File: config.mk
export PLATFORM = sky130hd
export DESIGN_NAME = calc_alu_sequencer
export DESIGN_NICKNAME = d
export VERILOG_FILES = /design/src/rtl/calc_pkg.sv /design/src/rtl/calc_iter_core.sv /design/src/rtl/calc_alu_sequencer.sv
export SDC_FILE = /design/constraint.sdc
export NUM_CORES = 1
export LEC_CHECK = 0
export CAP_MARGIN = 0
export CORE_UTILIZATION = 60
export CTS_CLUSTER_SIZE = 16
export DETAILED_ROUTE_END_ITERATION = 12
export PLACE_DENSITY = 0.8
export SETUP_SLACK_MARGIN = 0.3
export SLEW_MARGIN = 20
export SYNTH_ARGS = -nofsm -noshare
export SYNTH_HDL_FRONTEND = slang
export SYNTH_HIERARCHICAL = 1
export SYNTH_SLANG_ARGS = --single-unit
File: constraint.sdc
create_clock -name clk -period 8.3 [get_ports clk]
set_clock_uncertainty 0.05 [all_clocks]
set_input_delay 1.66 -clock clk [delete_from_list [all_inputs] [get_ports clk]]
set_output_delay 1.66 -clock clk [all_outputs]
set_load 0.02 [all_outputs]
File: src/rtl/calc_pkg.sv
`default_nettype none
// ============================================================================
// Module   : calc_pkg
// Purpose  : Shared definitions for the calculator arithmetic controller.
//            Operation codes are also used by the calculator top-level FSM.
// Revision : 1.0 - initial release
// ============================================================================
package calc_pkg;

    // Operation encodings presented on the op port.
    localparam logic [1:0] OP_PLUS     = 2'd0;
    localparam logic [1:0] OP_MINUS    = 2'd1;
    localparam logic [1:0] OP_MULTIPLY = 2'd2;
    localparam logic [1:0] OP_DIVIDE   = 2'd3;

    // Iterative core modes.
    localparam logic MODE_MUL = 1'b0;
    localparam logic MODE_DIV = 1'b1;

    // Sequencer states.
    typedef enum logic [2:0] {
        ST_IDLE   = 3'd0,
        ST_ADDSUB = 3'd1,
        ST_MUL    = 3'd2,
        ST_DIV    = 3'd3,
        ST_FAULT  = 3'd4
    } state_t;

endpackage
`default_nettype wire

File: src/rtl/calc_iter_core.sv
`default_nettype none
// ============================================================================
// Module   : calc_iter_core
// Purpose  : Shared iterative datapath: LSB-first shift-add multiply and
//            MSB-first restoring divide, one step per enabled clock.
// Ports    : clk, rst_n      - clock, async active-low reset
//            clr             - synchronous clear of all state
//            mode            - MODE_MUL / MODE_DIV (sampled on load and step)
//            load            - capture operands and restart the counter
//            step            - perform one iteration
//            arg_a, arg_b    - operands captured on load
//            last_step       - counter is on its final iteration
//            acc_next        - accumulator after the current step (product)
//            mq_next         - multiplier/quotient after the current step
// Revision : 1.0 - initial release
// ============================================================================
module calc_iter_core
    import calc_pkg::*;
#(
    parameter int WIDTH = 14
) (
    input  logic               clk,
    input  logic               rst_n,
    input  logic               clr,
    input  logic               mode,
    input  logic               load,
    input  logic               step,
    input  logic [WIDTH-1:0]   arg_a,
    input  logic [WIDTH-1:0]   arg_b,
    output logic               last_step,
    output logic [2*WIDTH-1:0] acc_next,
    output logic [WIDTH-1:0]   mq_next
);

    localparam int              CW   = (WIDTH > 1) ? $clog2(WIDTH) : 1;
    localparam logic [CW-1:0]   LAST = CW'(WIDTH - 1);

    logic [2*WIDTH-1:0] acc;      // product accumulator / partial remainder
    logic [WIDTH-1:0]   mq;       // multiplier (shifts right) / dividend->quotient
    logic [2*WIDTH-1:0] opd;      // multiplicand (shifts left) / divisor
    logic [2*WIDTH-1:0] opd_next;
    logic [WIDTH:0]     trial;    // remainder minus divisor, MSB is borrow
    logic [CW-1:0]      cnt;

    assign last_step = (cnt == LAST);

    always_comb begin
        acc_next = acc;
        mq_next  = mq;
        opd_next = opd;
        trial    = '0;
        if (mode == MODE_MUL) begin
            acc_next = acc + (mq[0] ? opd : '0);
            mq_next  = mq >> 1;
            opd_next = opd << 1;
        end else begin
            // Bring down the next dividend bit and try to subtract.
            // The remainder stays below the divisor, so W bits suffice after
            // a successful subtract and also when the subtract is rejected.
            trial = {acc[WIDTH-1:0], mq[WIDTH-1]} - {1'b0, opd[WIDTH-1:0]};
            if (!trial[WIDTH]) begin
                acc_next = {{WIDTH{1'b0}}, trial[WIDTH-1:0]};
                mq_next  = {mq[WIDTH-2:0], 1'b1};
            end else begin
                acc_next = {{WIDTH{1'b0}}, acc[WIDTH-2:0], mq[WIDTH-1]};
                mq_next  = {mq[WIDTH-2:0], 1'b0};
            end
        end
    end

    always_ff @(posedge clk or negedge rst_n) begin
        if (!rst_n) begin
            acc <= '0;
            mq  <= '0;
            opd <= '0;
            cnt <= '0;
        end else if (clr) begin
            acc <= '0;
            mq  <= '0;
            opd <= '0;
            cnt <= '0;
        end else if (load) begin
            acc <= '0;
            mq  <= (mode == MODE_DIV) ? arg_a : arg_b;
            opd <= {{WIDTH{1'b0}}, ((mode == MODE_DIV) ? arg_b : arg_a)};
            cnt <= '0;
        end else if (step) begin
            acc <= acc_next;
            mq  <= mq_next;
            opd <= opd_next;
            cnt <= last_step ? '0 : cnt + CW'(1);
        end
    end

endmodule
`default_nettype wire

File: src/rtl/calc_alu_sequencer.sv
`default_nettype none
// ============================================================================
// Module   : calc_alu_sequencer
// Purpose  : Multi-cycle arithmetic controller with start/done handshake.
//            Plus/minus finish in one step; multiply and divide iterate
//            WIDTH steps on calc_iter_core. Divide by zero reports div0.
// Ports    : clk, rst_n      - clock, async active-low reset
//            clr             - synchronous abort/clear (beats start)
//            start, op       - request and operation code
//            arg_a, arg_b    - operands, latched with start
//            busy, done      - in-progress flag, one-cycle completion pulse
//            result, ovf     - registered result and carry/borrow/overflow
//            div0            - last operation was a divide by zero
// Revision : 1.0 - initial release
// ============================================================================
module calc_alu_sequencer
    import calc_pkg::*;
#(
    parameter int WIDTH = 14
) (
    input  logic             clk,
    input  logic             rst_n,
    input  logic             clr,
    input  logic             start,
    input  logic [1:0]       op,
    input  logic [WIDTH-1:0] arg_a,
    input  logic [WIDTH-1:0] arg_b,
    output logic             busy,
    output logic             done,
    output logic [WIDTH-1:0] result,
    output logic             ovf,
    output logic             div0
);

    state_t             state, state_n;
    logic               busy_n, done_n, ovf_n, div0_n;
    logic [WIDTH-1:0]   result_n;
    logic [1:0]         op_l;
    logic [WIDTH-1:0]   a_l, b_l;
    logic               accept;
    logic               core_mode, core_step, last_step;
    logic [2*WIDTH-1:0] acc_next;
    logic [WIDTH-1:0]   mq_next;
    logic [WIDTH:0]     sum, diff;

    assign accept    = (state == ST_IDLE) && start && !clr;
    assign core_mode = accept ? ((op == OP_DIVIDE) ? MODE_DIV : MODE_MUL)
                              : ((state == ST_DIV) ? MODE_DIV : MODE_MUL);
    assign core_step = ((state == ST_MUL) || (state == ST_DIV)) && !clr;
    assign sum       = {1'b0, a_l} + {1'b0, b_l};
    // MSB of the extended difference is the borrow, i.e. a < b.
    assign diff      = {1'b0, a_l} - {1'b0, b_l};

    calc_iter_core #(.WIDTH(WIDTH)) u_core (
        .clk       (clk),
        .rst_n     (rst_n),
        .clr       (clr),
        .mode      (core_mode),
        .load      (accept),
        .step      (core_step),
        .arg_a     (arg_a),
        .arg_b     (arg_b),
        .last_step (last_step),
        .acc_next  (acc_next),
        .mq_next   (mq_next)
    );

    always_comb begin
        state_n  = state;
        busy_n   = busy;
        done_n   = 1'b0;
        result_n = result;
        ovf_n    = ovf;
        div0_n   = div0;
        if (clr) begin
            state_n  = ST_IDLE;
            busy_n   = 1'b0;
            result_n = '0;
            ovf_n    = 1'b0;
            div0_n   = 1'b0;
        end else begin
            case (state)
                ST_IDLE: begin
                    if (start) begin
                        busy_n = 1'b1;
                        case (op)
                            OP_PLUS, OP_MINUS: state_n = ST_ADDSUB;
                            OP_MULTIPLY:       state_n = ST_MUL;
                            default:           state_n = (arg_b == '0) ? ST_FAULT : ST_DIV;
                        endcase
                    end
                end
                ST_ADDSUB: begin
                    result_n = (op_l == OP_MINUS) ? diff[WIDTH-1:0] : sum[WIDTH-1:0];
                    ovf_n    = (op_l == OP_MINUS) ? diff[WIDTH] : sum[WIDTH];
                    div0_n   = 1'b0;
                    done_n   = 1'b1;
                    busy_n   = 1'b0;
                    state_n  = ST_IDLE;
                end
                ST_MUL: begin
                    if (last_step) begin
                        result_n = acc_next[WIDTH-1:0];
                        ovf_n    = |acc_next[2*WIDTH-1:WIDTH];
                        div0_n   = 1'b0;
                        done_n   = 1'b1;
                        busy_n   = 1'b0;
                        state_n  = ST_IDLE;
                    end
                end
                ST_DIV: begin
                    if (last_step) begin
                        result_n = mq_next;
                        ovf_n    = 1'b0;
                        div0_n   = 1'b0;
                        done_n   = 1'b1;
                        busy_n   = 1'b0;
                        state_n  = ST_IDLE;
                    end
                end
                ST_FAULT: begin
                    result_n = '0;
                    ovf_n    = 1'b0;
                    div0_n   = 1'b1;
                    done_n   = 1'b1;
                    busy_n   = 1'b0;
                    state_n  = ST_IDLE;
                end
                default: begin
                    state_n = ST_IDLE;
                    busy_n  = 1'b0;
                end
            endcase
        end
    end

    always_ff @(posedge clk or negedge rst_n) begin
        if (!rst_n) begin
            state  <= ST_IDLE;
            busy   <= 1'b0;
            done   <= 1'b0;
            result <= '0;
            ovf    <= 1'b0;
            div0   <= 1'b0;
            op_l   <= OP_PLUS;
            a_l    <= '0;
            b_l    <= '0;
        end else begin
            state  <= state_n;
            busy   <= busy_n;
            done   <= done_n;
            result <= result_n;
            ovf    <= ovf_n;
            div0   <= div0_n;
            if (accept) begin
                op_l <= op;
                a_l  <= arg_a;
                b_l  <= arg_b;
            end
        end
    end

endmodule
`default_nettype wire

Word-level counts from Yosys, hierarchy flattened
Cells that the tools add are included.

Add/subtract/negate cells: 5. Equality and inequality tests: 14. Multiplexer cells: 48. Reductions and logical operators: 19.

Operator list (count): 28-bit 2-to-1 mux (9); 14-bit 2-to-1 mux (11); 14-bit one-hot mux with 4 select lines (1); 28-bit adder (1); 4-bit 2-to-1 mux (4); 14-bit by 14-bit adder with 15-bit output (1); 14-bit by 14-bit subtractor with 15-bit output (1); 15-bit by 14-bit subtractor with 15-bit output (1); 14-bit logical NOT (1); 14-bit OR reduction (1); 1-bit 2-to-1 mux (13); 3-bit 2-to-1 mux (4); 3-bit one-hot mux with 2 select lines (2); 3-bit by 2-bit equality test with 1-bit output (second input constant) (2); 3-bit by 2-bit inequality test with 1-bit output (second input constant) (2); 3-bit inequality test (second input constant) (2); 2-bit AND reduction (3); 2-bit OR reduction (3); 5-bit nonzero test (1); 4-bit by 1-bit adder with 4-bit output (second input constant) (1); 2-bit by 1-bit equality test with 1-bit output (second input constant) (2); 2-bit equality test (second input constant) (2); 4-bit equality test (second input constant) (1); 1-bit one-hot mux with 2 select lines (2); 13 further kinds (15).

Register bits after elaboration: 125. Output and inout port bits: 18. Word-level logic and storage cells: 99.

Logic depth before layout (Yosys ltp)
Gate-level depths: netlist of run 1.

Depth after elaboration: 9. Gate-level depth with buffers: 18. Gate-level depth less buffers: 17.

Modules after synthesis
Netlist of run 1, hierarchy kept.

By module, submodules not included: calc_iter_core (times used 1, cells an instance 745, area an instance 6257.3 um^2, sequential area each 1851.8 um^2); calc_alu_sequencer (times used 1, cells an instance 455, area an instance 3711.1 um^2, sequential area each 1276.2 um^2).

Worst setup path before layout of run 1
OpenSTA, ideal clock, no wires.

Path kind: input -> register. From: input clr. To: register ovf. Setup time: 121 ps. Arrival: 4904 ps. Data required time: 8129 ps. Slack: 3225 ps. Stages on the path: 15. Path through: clkbuf_1 nor2_1 nand3_1 o21ai_0 clkbuf_1 buf_1 clkbuf_1 clkbuf_1 nor2_1 nor4_1 nand4_1 nand3_1 mux2i_1 o311a_1 a22o_1.

Word-level cells in the longest chain between the ends: 8. Elaborated cells on any way between the ends: 12.

Ends and longest elaborated chain: start: declaration (line calc_alu_sequencer.sv:23) `input logic clr,`; 1-bit logical NOT (line calc_alu_sequencer.sv:46) `assign accept = (state == ST_IDLE) && start && !clr;`; 1-bit logical AND (line calc_alu_sequencer.sv:46); 1-bit 2-to-1 mux (line calc_alu_sequencer.sv:47) `assign core_mode = accept ? ((op == OP_DIVIDE) ? MODE_DIV : MODE_MUL)`; named net core_mode (line calc_alu_sequencer.sv:41) `logic core_mode, core_step, last_step;`; 28-bit 2-to-1 mux (line calc_iter_core.sv:52) `if (mode == MODE_MUL) begin`; named net acc_next[22] (line calc_alu_sequencer.sv:42) `logic [2*WIDTH-1:0] acc_next;`; 14-bit OR reduction (line calc_alu_sequencer.sv:104) `ovf_n = |acc_next[2*WIDTH-1:WIDTH];`; 1-bit 2-to-1 mux (line calc_alu_sequencer.sv:102) `if (last_step) begin`; 1-bit one-hot mux with 4 select lines (line calc_alu_sequencer.sv:82) `case (state)`; 1-bit 2-to-1 mux (line calc_alu_sequencer.sv:75) `if (clr) begin`; end signal: assignment (line calc_alu_sequencer.sv:153) `ovf <= ovf_n;`; end: declaration (line calc_alu_sequencer.sv:31) `output logic ovf,`.

The timed path passes the listed nets, and every way through them passes these cells. The select of a mux whose other input is x is not followed. A chain may end at the register's enable or synchronous reset.

Final worst setup path of run 1
From: input clr. To: register result[13].

Word-level cells in the longest chain between the ends: 7. Elaborated cells on any way between the ends: 13.

Ends and longest elaborated chain: 1-bit logical NOT (line calc_alu_sequencer.sv:46); 1-bit logical AND (line calc_alu_sequencer.sv:46); 1-bit 2-to-1 mux (line calc_alu_sequencer.sv:47); named net core_mode (line calc_alu_sequencer.sv:41); 28-bit 2-to-1 mux (line calc_iter_core.sv:52); named net acc_next[13] (line calc_alu_sequencer.sv:42); 14-bit 2-to-1 mux (line calc_alu_sequencer.sv:102); 14-bit one-hot mux with 4 select lines (line calc_alu_sequencer.sv:82); 14-bit 2-to-1 mux (line calc_alu_sequencer.sv:75); end signal: assignment (line calc_alu_sequencer.sv:152) `result <= result_n;`; end: declaration (line calc_alu_sequencer.sv:30) `output logic [WIDTH-1:0] result,`.

The timed path passes the listed nets, and every way through them passes these cells. The select of a mux whose other input is x is not followed.

==> flow_summary_export.csv, run 1 <==
group,metric,value,unit
run_status,outcome,"completed",
die,placementRows,46,
pwr,p_seq_share,32.6,%
flow_run,maxCapViolations,0,
detailed_routing,routed_wl,29400,microns
pwr,p_clk_share,34.2,%
worst_setup_path,critPathArrivalTime,5.50,ns
pwr,switching_power,0.000793,W
timing,setup_violations,0,
timing,worst_pin_slew,1.05,ns
synthesis,synth.area.top_cells,"dfrtp_1 (31%), ha_1 (8.9%), nand2_1 (5.7%)",
placed_design,dpl.hpwl,21100,microns
layout,fin_cells,1442,
layout,final_cell_mix,"nand2_1 (151), dfrtp_1 (125), nor2_1 (113)",
placed_design,gp_congestion,0.949,
timing,final.period_utilization,62.4,%
worst_setup_path,path_max_fanout,47,
synthesis,avgSynthCellArea,8.31,sq um
global_routing,grt_max_degree,100,
pwr,ir_drop,178,uV
timing,fmax,0.193,GHz
cts,post-cts-setup-buffers,0,
cts,htree_levels,4,
worst_setup_path,critPathCaptureType,"flop",
global_routing,grt_pass1_wl,46800,microns
detailed_routing,vias,9442,
cts,path_clk_slew,0.06,ns
global_routing,grt_pass1_vias,8741,
synthesis,yosys_warnings,6,
layout,area_growth,11.6,%
detailed_routing,drc,0,
detailed_routing,vias_per_cell,6.55,
detailed_routing,drt_iter0_drc,1066,
cts,cts_buffer_depth,2,
layout,antennaDiodeCount,0,
cts,clkLatencyLatePin,0.43,ns
pwr,swShare,36.4,%
placed_design,portBuffers,51,
die,boundaryPins,52,
synthesis,ys_ff_latch,125,
min_path,hp-class,"flop to flop",
timing,rsz0062_at_grt,"no",
layout,layout_commonest_cell,"nand2_1",
global_routing,antenna_found_initial,0,
layout,drive_gt1_share,8.24,%
timing,slew_viol_final,0,
worst_setup_path,path_class,"primary input to flop",
synthesis,syn_nets,1309,
cts,cts_tree,"built",
timing,min_period,5.18,ns
worst_setup_path,cp.required,8.62,ns
timing,tns,0,ns
layout,fillCellCount,1262,
die,start_util,62.1,%
synthesis,synthesis.instances,1200,
die,die_h,131,microns
timing,hold_viol_final,0,
pwr,finalPower,0.00218,W
timing,slew_headroom,29.5,%
pwr,combPwrFrac,33.2,%
layout,layout.nets,1323,
synthesis,synth_edf_count,0,
synthesis,async_flop_share,100,%
placed_design,placed_cells,1411,
detailed_routing,wl_per_cell,20.4,microns
detailed_routing,antenna_left,0,
global_routing,grt_overflow_total,0,
worst_setup_path,start_kind,"primary input",
pwr,intPower,0.00139,W
cts,cts_buffers,17,
cts,hold_buffers,0,
synthesis,synth.distinct_cells,78,
die,die_width,131,microns
pwr,power_density,196,nW/um^2
detailed_routing,drt_first_pass_iters,5,
synthesis,synth-seq-area-share,31.4,%
synthesis,synth_top_area_cell,"dfrtp_1",
timing,holdWs,0.442,ns
global_routing,grt_usage,36.2,%
placed_design,post_dp_cell_area,10500,sq um
synthesis,synthFlopType,"dfrtp_1",
die,core_area,16100,sq um
layout,finalInstanceArea,11100,sq um
pwr,leakage,5.06,nW
synthesis,yosys.area.top_type_share,31.4,%
cts,cts.sinks,125,
synthesis,syn_area,9970,sq um
cts,clockRootBuffer,"clkbuf_16",
die,dieArea,17100,sq um
cts,cts_repair_resize_count,0,
-- critical path: stages --
cell      delay, ns
buf_2          0.10
buf_4          0.28
nor2_1         0.26
nand3_1        0.10
buf_4          0.24
o21ai_4        0.73
clkinv_1       0.68
o311ai_0       0.55
mux2i_1        0.13
o21ai_0        0.19
and2_1         0.20
nand2b_1       0.06
mux2i_1        0.15
a221o_1        0.13
-- registers in the layout, indices dropped and copies added (netlist names), 2 cells and up --
register,count
u_core/cnt,4
b_l,14
a_l,14
result,14
u_core/opd,28
state,3
op_l,2
u_core/mq,14
u_core/acc,28
-- power by group through the flow --
| stage | sequential [W] | clock (W) | combinational [W] |
|---|---|---|---|
| 6_report | 0.000710 | 0.000747 | 0.000724 |
| 3_5_place_dp | 0.000719 | 0 | 0.000698 |
| 2_1_floorplan | 0.000710 | 0 | 0.000499 |
| 5_1_grt | 0.000716 | 0.000782 | 0.000788 |
| 3_3_place_gp | 0.000716 | 0 | 0.000687 |
| 4_1_cts | 0.000709 | 0.000751 | 0.000706 |
-- cell families (layout without fill, tap and decap cells) --
| logic type | after synthesis | in the layout | share of synthesized area, % |
|---|---|---|---|
| compound gates | 361 | 361 | 23.9 |
| xor+xnor | 44 | 44 | 3.87 |
| fa+ha+maj | 75 | 75 | 9.72 |
| buf+inv | 117 | 143 | 5.02 |
| flops | 125 | 125 | 31.4 |
| mux | 70 | 70 | 7.39 |
| simple gates | 408 | 408 | 18.7 |
-- cells in the mapped netlist (4+ instances only) --
cell type	number
a211oi_1	35
a21o_1	22
a21oi_1	87
a221oi_1	5
a22o_1	14
a22oi_1	5
a311oi_1	7
a31oi_1	8
and2_1	30
and3_1	5
and3_2	4
buf_1	11
buf_2	5
clkbuf_1	47
dfrtp_1	125
fa_1	4
ha_1	71
inv_1	47
mux2_2	29
mux2i_1	41
nand2_1	151
nand2b_1	12
nand3_1	16
nand4_1	11
nor2_1	115
nor2b_1	10
nor3_1	16
nor4_1	8
o211ai_1	6
o21a_1	13
o21ai_0	92
o21bai_1	6
o221ai_1	9
o22ai_1	4
o31ai_1	7
or2_2	5
or3_1	19
xnor2_1	28
xor2_1	16
-- routing by layer --
metal | part of all wire [%] | global-route usage, % | vias up
met5 | 0 | 0 | -
met4 | 3.9 | 17.7 | 0
met3 | 8.7 | 7.82 | 89
met2 | 45 | 56.0 | 487
met1 | 42 | 48.0 | 4516
li1 | - | - | 4350
-- stage by stage --
stage,worst slack (ns),util (%)
floorplan,3.22,-
global placement,2.87,65.7
detailed placement,2.77,65.7
CTS,3.19,69.3
global route,2.74,69.3
finish,3.12,69.3
-- layout make-up --
cell class / instances / area [sq um] / area share, %
Timing Repair Buffer: 63 / 593 / 5.33
Clock inverter: 12 / 140 / 1.26
Inverter: 49 / 184 / 1.65
Clock buffer: 19 / 443 / 3.98
Multi-Input combinational cell: 958 / 6370 / 57.2
Tap cell: 216 / 270 / 2.43
Sequential cell: 125 / 3130 / 28.1
-- path summary, 6_finish.rpt --
kind,start,end,slack [ns],depth (start not counted)
worst min register to register,u_core/acc[19],u_core/acc[19],0.44,2
worst min-delay path,u_core/acc[19],u_core/acc[19],0.44,2
worst max register to register,u_core/mq[0],ovf,3.34,16
min in group asynchronous,rst_n,u_core/acc[17],1.24,1
max in group asynchronous,rst_n,b_l[10],5.59,2
worst max-delay path,clr,result[13],3.12,14
Power figures use the tool's default switching activity.
==> run 2: changes to the inputs <==
- CORE_UTILIZATION: 60 -> 56
- PLACE_DENSITY: 0.8 -> 0.78
- clock period: 8.3 -> 4.3 ns (I/O delays scaled with it)
==> run 2 against run 1 <==
  * Hold slack worse by 0.0073 ns
  * Utilization is 3.3 points lower
  * Cell area is 2.9% higher
  * Non-clock buffer count is 21 higher
  * Via count is 1.5% lower
  * Clock power is 100% higher
  * Critical path type is now flop to flop
==> flow_summary_export.csv, run 2 (synthesis gave the netlist of run 1 again) <==
group,metric,value,unit
timing,worst_pin_slew,0.936,ns
global_routing,met1_usage,44.0,%
cts,cts_buffers,17,
die,placementRows,48,
layout,fillCellCount,1470,
die,start_util,57.4,%
detailed_routing,wl_per_cell,19.6,microns
cts,clockRootBuffer,"clkbuf_16",
global_routing,grt_usage,32.5,%
run_status,outcome,"completed",
worst_setup_path,timing.rr.start,"u_core/mq[0]",
timing,min_period,3.88,ns
global_routing,use_met3,6.96,%
layout,antennaDiodeCount,0,
layout,area_growth,14.9,%
worst_setup_path,cpMaxStageDelayCell,"a221o_2",
placed_design,placed_cells,1432,
pwr,power_density,372,nW/um^2
global_routing,use_met2,49.5,%
cts,cts_tree,"built",
layout,drive_gt1_share,11.3,%
timing,fmax,0.258,GHz
detailed_routing,vias,9301,
die,core_area,17400,sq um
die,dieArea,18300,sq um
timing,tns,0,ns
worst_setup_path,path_max_fanout,6,
global_routing,grt_overflow_total,0,
layout,regArea,3130,sq um
cts,htree_levels,4,
cts,cts_buffer_depth,2,
worst_setup_path,start_kind,"flop",
flow_run,maxCapViolations,0,
placed_design,gp_congestion,0.903,
placed_design,dpl.hpwl,21300,microns
detailed_routing,drt_first_pass_iters,9,
worst_setup_path,ff2ff_setup_slack,0.42,ns
layout,fin_util,66.0,%
layout,largestRegisters,"u_core/acc (28), u_core/opd (28)",
detailed_routing,antenna_left,0,
pwr,finalPower,0.00426,W
pwr,leakage,5.19,nW
layout,fin_cells,1473,
worst_setup_path,critPathBufInv,0,
die,die_width,135,microns
min_path,hp-class,"primary input to async pin",
cts,hold_buffers,0,
timing,final.period_utilization,90.2,%
timing,hold_viol_final,0,
worst_setup_path,r2r_cells,15,
worst_setup_path,path_class,"flop to flop",
worst_setup_path,cp_top_family,"compound AO/OA/AOI/OAI gates",
detailed_routing,drc,0,
global_routing,grt_pass1_vias,8668,
cts,cts.sinks,125,
worst_setup_path,critPathArrivalTime,4.15,ns
detailed_routing,routed_wl,28900,microns
timing,rsz0062_at_grt,"yes",
global_routing,grt_max_degree,99,
cts,clkLatencyLatePin,0.43,ns
layout,layout.nets,1344,
placed_design,portBuffers,51,
die,boundaryPins,52,
worst_setup_path,critPathCaptureType,"flop",
detailed_routing,vias_per_cell,6.31,
global_routing,antenna_found_initial,0,
layout,layout_commonest_cell,"nand2_1",
timing,slew_viol_final,0,
detailed_routing,drt_iter0_drc,786,
global_routing,top_usage_layer,"met2",
cts,path_clk_slew,0.07,ns
worst_setup_path,max_stage_delay,0.45,ns
global_routing,grt_pass1_wl,45700,microns
worst_setup_path,worstReg2RegEnd,"ovf",
worst_setup_path,cp_cell_sequence,"and2_1 > ha_4 > and3_2 > a221o_1 > a221o_2 > or3_1 > a311oi_2 > xor2_1 > nor2_1 > nor4_1 > nand4_1 > nand3_1 > mux2i_1 > o311a_1 > a22o_1",
timing,setup_violations,0,
timing,slew_headroom,37.6,%
layout,multi_input_area,6470,sq um
layout,final_cell_mix,"nand2_1 (151), dfrtp_1 (124), nor2_1 (113)",
die,die_h,135,microns
timing,holdWs,0.434,ns
worst_setup_path,cp.required,4.57,ns
pwr,ir_drop,331,uV
## run 2: final cells by class
class                   instances  area share (%)
well taps                     225            2.46
flip-flops and latches        125            27.3
clock buffers                  18            3.84
repair buffers                 84            6.75
inverters                      49            1.61
multi-input cells             958            56.5
clock inverters                14            1.49
## run 2: how the worst max path moves through the flow
stage                  from  endpoint  slack [ns]  cells past startpoint
4_1_cts        u_core/mq[0]       ovf        0.34                     15
6_report       u_core/mq[0]       ovf        0.42                     15
3_3_place_gp   u_core/mq[0]       ovf        0.15                     16
3_5_place_dp   u_core/mq[0]       ovf        0.11                     16
2_1_floorplan  u_core/mq[0]       ovf        0.30                     17
5_1_grt        u_core/mq[0]       ovf        0.26                     16
## run 2: worst reg2reg max path: stages, from the launching register on
cell	delay (ns)
dfrtp_2	0.43
and2_1	0.18
ha_4	0.23
and3_2	0.23
a221o_1	0.37
a221o_2	0.45
or3_1	0.39
a311oi_2	0.31
xor2_1	0.22
nor2_1	0.06
nor4_1	0.17
nand4_1	0.19
nand3_1	0.11
mux2i_1	0.07
o311a_1	0.13
a22o_1	0.19
## run 2: metal layers
layer,wire (microns),vias to the layer above
met5,0,-
met4,1080,0
met3,2210,71
met2,12900,403
met1,12700,4434
li1,-,4393
## run 2: through the flow
stage	worst slack (ns)	cell area (sq um)
finish	0.423	11400
global route	0.256	11400
CTS	0.345	11400
floorplan	0.305	9970
detailed placement	0.112	10700
global placement	0.152	10700
## run 2: what timing repair did
item	CTS	global route
pin swaps	9	7
setup buffers	8	1
gates cloned	0	0
setup endpoints to repair	1	4
resized for setup	8	13
## run 2: where the power goes
| part | leakage [nW] | internal, W | switching (W) |
|---|---|---|---|
| clock network | 0.295 | 0.000892 | 0.000603 |
| logic | 3.22 | 0.000548 | 0.000853 |
| registers | 1.68 | 0.00128 | 0.0000876 |
